--- src/rtl/ui_pkg.sv ---
// Shared UI input-path types and default cycle counts for a 100 MHz clock.
package ui_pkg;

    typedef enum logic [1:0] {
        LOW      = 2'd0,
        ARM_HIGH = 2'd1,
        HIGH     = 2'd2,
        ARM_LOW  = 2'd3
    } debounce_state_t;

    localparam int unsigned DEFAULT_DEBOUNCE_CYCLES = 32'd1_000_000;
    localparam int unsigned DEFAULT_LONG_CYCLES     = 32'd100_000_000;

endpackage

--- src/rtl/debouncer_if.sv ---
// Level and event bundle between the synchronizer/debouncer and the UI control logic.
interface debouncer_if;

    logic s_in;
    logic clean_out;
    logic rise_out;
    logic fall_out;
    logic long_out;

    modport master (
        output s_in,
        input  clean_out,
        input  rise_out,
        input  fall_out,
        input  long_out
    );

    modport slave (
        input  s_in,
        output clean_out,
        output rise_out,
        output fall_out,
        output long_out
    );

endinterface

--- src/rtl/debouncer.sv ---
// Debounces an already-synchronized level into a clean level, edge pulses and a one-shot long-press pulse.
module debouncer
    import ui_pkg::*;
#(
    parameter int unsigned DEBOUNCE_CYCLES = DEFAULT_DEBOUNCE_CYCLES,
    parameter int unsigned LONG_CYCLES     = DEFAULT_LONG_CYCLES
) (
    input  logic        clk_in,
    input  logic        rst_n_in,
    debouncer_if.slave  dbif
);

    localparam int unsigned       DB_W      = $clog2(DEBOUNCE_CYCLES + 32'd1);
    localparam int unsigned       HOLD_W    = $clog2(LONG_CYCLES + 32'd1);
    localparam logic [DB_W-1:0]   DB_ZERO   = {DB_W{1'b0}};
    localparam logic [DB_W-1:0]   DB_ONE    = DB_W'(32'd1);
    localparam logic [DB_W-1:0]   DB_LAST   = DB_W'(DEBOUNCE_CYCLES - 32'd1);
    localparam logic [HOLD_W-1:0] HOLD_ZERO = {HOLD_W{1'b0}};
    localparam logic [HOLD_W-1:0] HOLD_ONE  = HOLD_W'(32'd1);
    localparam logic [HOLD_W-1:0] HOLD_MAX  = HOLD_W'(LONG_CYCLES);
    localparam logic [HOLD_W-1:0] HOLD_LAST = HOLD_W'(LONG_CYCLES - 32'd1);
    localparam logic              DB_SINGLE = (DEBOUNCE_CYCLES == 32'd1);

    debounce_state_t   state_r, state_nxt_s;
    logic [DB_W-1:0]   db_cnt_r, db_cnt_nxt_s;
    logic [HOLD_W-1:0] hold_cnt_r, hold_cnt_nxt_s;
    logic              clean_r, rise_r, fall_r, long_r;
    logic              clean_nxt_s, rise_nxt_s, fall_nxt_s, long_nxt_s;

    // Next state and debounce count.
    always_comb begin
        state_nxt_s  = state_r;
        db_cnt_nxt_s = db_cnt_r;
        case (state_r)
            LOW: begin
                if (dbif.s_in) begin
                    if (DB_SINGLE) begin
                        state_nxt_s  = HIGH;
                        db_cnt_nxt_s = DB_ZERO;
                    end else begin
                        state_nxt_s  = ARM_HIGH;
                        db_cnt_nxt_s = DB_ONE;
                    end
                end else begin
                    state_nxt_s  = LOW;
                    db_cnt_nxt_s = DB_ZERO;
                end
            end
            ARM_HIGH: begin
                if (!dbif.s_in) begin
                    state_nxt_s  = LOW;
                    db_cnt_nxt_s = DB_ZERO;
                end else if (db_cnt_r == DB_LAST) begin
                    state_nxt_s  = HIGH;
                    db_cnt_nxt_s = DB_ZERO;
                end else begin
                    state_nxt_s  = ARM_HIGH;
                    db_cnt_nxt_s = db_cnt_r + DB_ONE;
                end
            end
            HIGH: begin
                if (!dbif.s_in) begin
                    if (DB_SINGLE) begin
                        state_nxt_s  = LOW;
                        db_cnt_nxt_s = DB_ZERO;
                    end else begin
                        state_nxt_s  = ARM_LOW;
                        db_cnt_nxt_s = DB_ONE;
                    end
                end else begin
                    state_nxt_s  = HIGH;
                    db_cnt_nxt_s = DB_ZERO;
                end
            end
            ARM_LOW: begin
                if (dbif.s_in) begin
                    state_nxt_s  = HIGH;
                    db_cnt_nxt_s = DB_ZERO;
                end else if (db_cnt_r == DB_LAST) begin
                    state_nxt_s  = LOW;
                    db_cnt_nxt_s = DB_ZERO;
                end else begin
                    state_nxt_s  = ARM_LOW;
                    db_cnt_nxt_s = db_cnt_r + DB_ONE;
                end
            end
            default: begin
                state_nxt_s  = LOW;
                db_cnt_nxt_s = DB_ZERO;
            end
        endcase
    end

    // Output pulses and hold counter; a return from ARM_LOW to HIGH is not a new press.
    always_comb begin
        clean_nxt_s    = (state_nxt_s == HIGH) || (state_nxt_s == ARM_LOW);
        rise_nxt_s     = (state_nxt_s == HIGH) && ((state_r == LOW) || (state_r == ARM_HIGH));
        fall_nxt_s     = (state_nxt_s == LOW) && ((state_r == HIGH) || (state_r == ARM_LOW));
        hold_cnt_nxt_s = hold_cnt_r;
        if (rise_nxt_s) begin
            hold_cnt_nxt_s = HOLD_ZERO;
        end else if ((state_r == HIGH) && (hold_cnt_r != HOLD_MAX)) begin
            hold_cnt_nxt_s = hold_cnt_r + HOLD_ONE;
        end else begin
            hold_cnt_nxt_s = hold_cnt_r;
        end
        // Saturation makes this fire once per press; a coincident fall wins.
        long_nxt_s = (state_r == HIGH) && (hold_cnt_r == HOLD_LAST) && !fall_nxt_s;
    end

    // State, counters and registered outputs with synchronous reset.
    always_ff @(posedge clk_in) begin
        if (!rst_n_in) begin
            state_r    <= LOW;
            db_cnt_r   <= DB_ZERO;
            hold_cnt_r <= HOLD_ZERO;
            clean_r    <= 1'b0;
            rise_r     <= 1'b0;
            fall_r     <= 1'b0;
            long_r     <= 1'b0;
        end else begin
            state_r    <= state_nxt_s;
            db_cnt_r   <= db_cnt_nxt_s;
            hold_cnt_r <= hold_cnt_nxt_s;
            clean_r    <= clean_nxt_s;
            rise_r     <= rise_nxt_s;
            fall_r     <= fall_nxt_s;
            long_r     <= long_nxt_s;
        end
    end

    assign dbif.clean_out = clean_r;
    assign dbif.rise_out  = rise_r;
    assign dbif.fall_out  = fall_r;
    assign dbif.long_out  = long_r;

endmodule

--- src/flat_wrapper.sv ---
// flat-port wrapper written by rule: the top's interface ports become plain ports
module debouncer_flat import ui_pkg::*;
#(
    parameter int unsigned DEBOUNCE_CYCLES = DEFAULT_DEBOUNCE_CYCLES,
    parameter int unsigned LONG_CYCLES     = DEFAULT_LONG_CYCLES
)
  (clk_in, rst_n_in, dbif_s_in, dbif_clean_out, dbif_rise_out, dbif_fall_out, dbif_long_out);
  debouncer_if dbif_i ();
  input  logic clk_in;
  input  logic rst_n_in;
  input wire logic [$bits(dbif_i.s_in)-1:0] dbif_s_in;
  output wire logic [$bits(dbif_i.clean_out)-1:0] dbif_clean_out;
  output wire logic [$bits(dbif_i.rise_out)-1:0] dbif_rise_out;
  output wire logic [$bits(dbif_i.fall_out)-1:0] dbif_fall_out;
  output wire logic [$bits(dbif_i.long_out)-1:0] dbif_long_out;
  assign dbif_i.s_in = dbif_s_in;
  assign dbif_clean_out = dbif_i.clean_out;
  assign dbif_rise_out = dbif_i.rise_out;
  assign dbif_fall_out = dbif_i.fall_out;
  assign dbif_long_out = dbif_i.long_out;
  debouncer #(.DEBOUNCE_CYCLES(DEBOUNCE_CYCLES), .LONG_CYCLES(LONG_CYCLES)) u_core (.clk_in(clk_in), .rst_n_in(rst_n_in), .dbif(dbif_i));
endmodule
--- config.mk ---
export PLATFORM = sky130hd
export DESIGN_NAME = debouncer_flat
export DESIGN_NICKNAME = d
export VERILOG_FILES = /design/src/rtl/ui_pkg.sv /design/src/rtl/debouncer_if.sv /design/src/rtl/debouncer.sv /design/src/flat_wrapper.sv
export SDC_FILE = /design/constraint.sdc
export NUM_CORES = 1
export LEC_CHECK = 0
export ABC_AREA = 1
export CAP_MARGIN = 20
export CORE_MARGIN = 2
export CORE_UTILIZATION = 56
export DETAILED_ROUTE_END_ITERATION = 10
export GPL_ROUTABILITY_DRIVEN = 0
export GPL_TIMING_DRIVEN = 0
export PLACE_DENSITY = 0.73
export SLEW_MARGIN = 30
export SYNTH_ARGS = -nofsm -noshare
export SYNTH_HDL_FRONTEND = slang
export SYNTH_SLANG_ARGS = --single-unit
--- constraint.sdc ---
create_clock -name clk_in -period 1.4 [get_ports clk_in]
set_input_delay 0.35 -clock clk_in [delete_from_list [all_inputs] [get_ports clk_in]]
set_output_delay 0.35 -clock clk_in [all_outputs]
set_load 0.01 [all_outputs]
Word level (Yosys, flattened, before mapping)
Index checks and enable logic that the tools add are counted.
- flip-flop bits (word level): 53
- output and inout port bits: 4
- logic and storage cells: 43
- bitwise logic cells: 1
- equality and inequality tests: 8
- muxes and demuxes: 13
- reductions and logical operators: 12
- $add $sub $neg: 2
- operator list (kind ; number):
    20-bit one-hot mux with 4 select lines ; 1
    20-bit 2-to-1 mux ; 3
    27-bit by 1-bit adder with 27-bit output, second input constant ; 1
    27-bit equality test, second input constant ; 1
    27-bit inequality test, second input constant ; 1
    20-bit by 1-bit adder with 20-bit output, second input constant ; 1
    20-bit equality test, second input constant ; 1
    2-bit equality test, second input constant ; 4
    2-bit 2-to-1 mux ; 4
    2-bit one-hot mux with 4 select lines ; 1
    1-bit logical AND ; 5
    2-bit logical NOT ; 2
    1-bit 2-to-1 mux ; 4
    1-bit logical OR ; 3
    2-bit by 1-bit equality test with 1-bit output, second input constant ; 1
    2-bit OR reduction ; 1
    1-bit logical NOT ; 1
    1-bit inverter ; 1

Longest topological paths before layout
- depth in word-level cells: 8
- depth in mapped cells: 10

Worst setup path before layout
No wires, ideal clock.
- path kind: reg-to-reg
- start point: register u_core.hold_cnt_r[0]
- end point: register u_core.hold_cnt_r[19]
- arrival time: 1.394 ns
- cell stages (with the launch flop): 11
- data required time: 1.334 ns
- library setup time: 0.066 ns
- slack: -0.060 ns
- period minus slack after synthesis: 1.460 ns
- path through: dfxtp_1 inv_1 ha_1 nor3b_1 nand2_1 nor2_2 nand2_4 nand2_8 buf_6 nand2_1 a21oi_2
- word-level cells in the longest chain between the ends: 2
- RTL lines (what ; RTL line ; RTL):
    start, declared ; debouncer.sv:26 ; logic [HOLD_W-1:0] hold_cnt_r, hold_cnt_nxt_s;
    start signal, assigned ; debouncer.sv:124 ; hold_cnt_r <= hold_cnt_nxt_s;
    parallel branches: the longest is 2 deep, another holds 27-bit by 1-bit adder with 27-bit output ; -- ;
Several ways; the timed one is not identified.
A chain may end at the register's enable or synchronous reset.

Final worst setup path
- start point: register u_core.hold_cnt_r[22]
- end point: register u_core.hold_cnt_r[5]
- word-level cells in the longest chain between the ends: 2
- RTL lines (what ; RTL line ; RTL):
    27-bit inequality test ; debouncer.sv:102 ; end else if ((state_r == HIGH) && (hold_cnt_r != HOLD_MAX)) begin
    1-bit logical AND ; debouncer.sv:102 ;
No other way between the ends.

==> impl_metrics.yaml <==
global_routing:
  grt-ovfl-total: 0
  antenna_found_initial: 0
  grt_pass1_wl_um: 14700
  grt_max_degree: 16
  grt.total_usage: 0.294
  grt_pass1_vias: 3292
routing:
  dr.pass1.iters: 5
  wl_um: 9450
  vias_per_cell: 5.61
  drc: 0
  vias: 3512
  wl_per_cell_um: 15.1
  ant_nets: 0
  drtIter0Drc: 389
sta:
  fin_tns_setup_ns: -4.77
  period_needed_ns: 1.60
  layout_setup_ws_ns: -0.203
  fin_crit_sh: 1.14
  finalHoldViolCount: 0
  relSlewSlack: 0.705
  drv_slew: 0
  finalSetupViolCount: 31
  grt_setup_unrepaired: "true"
  clock_skew_ns: 0.0128
  worst-slew-pin-transition_ns: 0.443
  clock.fmax_ghz: 0.624
synth:
  synth_xor_xnor_area_share: 0.0413
  avgSynthCellArea_um2: 6.23
  synthAdderAreaFrac: 0.0118
  synth_compound_area_frac: 0.0731
  synth_top_family_by_area: "simple AND/OR/NAND/NOR gates"
  yosysSeqAreaShare: 0.333
  synth_warnings: 0
  synth_area_um2: 3180
  ys_types: 31
  synthMuxAreaShare: 0
  syn_inst: 511
  synth_simple_gate_area_share: 0.457
  ys_ff_latch: 53
  syn_nets: 517
place:
  hpwl_um: 5740
  port_buffers: 6
  place_inst: 589
setup_path:
  reg2reg_from: "u_core.hold_cnt_r[22]$_SDFFE_PP0P_"
  required_ns: 1.65
  startpoint: "u_core.hold_cnt_r[22]$_SDFFE_PP0P_"
  critPathArrivalTime_ns: 1.86
  crit_path_end_kind: "flop"
  worstSetupStartpointType: "flop"
  worstSetupPathType: "reg2reg"
  cp_max_fo: 5
clock_network:
  clkSinkCount: 53
  cts_tree: "built"
  clk_latency_ns: 0.32
  cts_max_path_buffers: 2
  cts_max_level: 2
  clk_pin_slew_worst_paths_ns: 0.10
  cts_root_buffer: "clkbuf_8"
  cts_made_buffers: 5
pwr:
  vdd_drop_max_v: 0.000504
  pwr-share-clk: 0.355
  p_leak_uw: 0.00152
  switching_share: 0.233
  switchingPower_uw: 576
  p_comb_frac: 0.035
  powerDensity_nw_per_um2: 576
  intPower_uw: 1890
  power_frac_seq: 0.610
floorplanning:
  coreArea_um2: 5510
  ioPinCount: 7
  die_x_um: 79.4
  rows: 27
  dieArea_um2: 6300
  start_util: 0.578
  die_y_um: 79.4
cells_and_area:
  area_growth_syn_to_layout_pct: 34.8
  diodes: 0
  instances_no_fill: 626
  layout.nets: 559
  drive_gt1_frac: 0.354
hold_path:
  hold_path.startpoint: "rst_n_in"
  hold_class: "in2reg"
status:
  violations: "negative setup slack"
  outcome: "complete, but fails checks"
run:
  max_cap_violations: 0
-- state kept, by name, summed over array words and instances, names as in the netlist --
signal / count
u_core.state_r: 2
u_core.dbif.fall_out: 1
u_core.dbif.clean_out: 1
u_core.dbif.long_out: 1
u_core.db_cnt_r: 20
u_core.hold_cnt_r: 27
u_core.dbif.rise_out: 1
-- logic make-up (layout without fill, tap and decap cells) --
logic type | Yosys count | count (layout)
AOI/OAI and AO/OA | 38 | 38
xor gates and xnor gates | 15 | 15
adders and majority gates | 3 | 3
buffers and inverters | 63 | 106
DFF | 53 | 53
and+or+nand+nor | 339 | 339
-- cells in the mapped netlist (all sizes together) --
library cell    n  area (um2)
nand2         167         653
nor2           96         383
dfxtp          53        1060
inv            52         195
nand3          37         185
a21oi          28         178
nor3           17        85.1
nand4          14        87.6
xor2           13         114
buf            11        71.3
o21ai           7        35.0
ha              3        37.5
nor3b           3        27.5
a31oi           2        12.5
nor4            2        12.5
xnor2           2        17.5
and3            1        6.26
nand3b          1        7.51
o31ai           1        7.51
or2             1        6.26
-- cell type report --
type	instances	area (um2)
Buffer	11	118
Clock buffer	7	76.3
Clock inverter	1	7.51
Fill cell	379	1220
Inverter	52	203
Multi-Input combinational cell	395	2330
Sequential cell	53	1110
Tap cell	72	90.1
Timing Repair Buffer	35	354
-- what timing repair did --
action / in CTS / in global routing
cloned: 4 / 1
pin swaps: 29 / 34
endpoints found under the setup margin: 54 / 53
buffers inserted: 18 / 8
hold buffers: 0 / 0
gates resized for setup: 108 / 81
-- final timing paths --
path                                        to  slack, ns  depth (start not counted)
min reg2reg      u_core.db_cnt_r[0]$_SDFF_PN0_       0.48                          1
min               u_core.state_r[1]$_SDFF_PN0_       0.42                          3
max reg2reg  u_core.hold_cnt_r[5]$_SDFFE_PP0P_      -0.20                          9
max          u_core.hold_cnt_r[5]$_SDFFE_PP0P_      -0.20                          9
-- cell usage in the layout, fill, tap and decap left out, types with 18 or more instances in the layout --
master   count
nand2_1    132
nor2_1      63
inv_1       44
nand3_1     28
dfxtp_1     25
dfxtp_2     23
nor2_2      20
a21oi_2     20
buf_4       19
nand2_2     18
-- through the flow --
stage	total power, uW	cell area [um2]	util	hold WS (ns)	worst slack, ns
global placement	1600	3370	0.611	0.455	-0.570
detailed placement	1600	3370	0.611	0.487	-0.627
CTS	2460	3960	0.719	0.479	-0.171
floorplan	1580	3220	-	0.434	0.000886
global route	2540	4290	0.779	0.420	-0.277
finish	2470	4290	0.779	0.415	-0.203
-- worst max-delay path, stage by stage (launching register included) --
cell	delay [ns]
dfxtp_2	0.41
nand2_1	0.13
nor2_4	0.16
nand3_1	0.10
nor2_2	0.17
nand2_4	0.11
nand2_8	0.12
buf_6	0.15
nand2_2	0.06
a21oi_2	0.12
-- power groups by stage --
stage	combinational, uW	sequential [uW]	clock, uW
after detailed placement	48.8	1550	0
after global placement	48.0	1550	0
final	86.7	1510	876
after floorplan	30.2	1550	0
after CTS	66.3	1510	885
after global routing	92.0	1510	939
-- metal layers --
metal | wire length (um) | part of all wire | GRT usage
met1 | 3900 | 0.41 | 0.352
met2 | 4630 | 0.49 | 0.503
met3 | 417 | 0.044 | 0.0430
met4 | 495 | 0.052 | 0.167
met5 | 0 | 0 | 0
No activity file was read; power rests on OpenSTA's default activity.
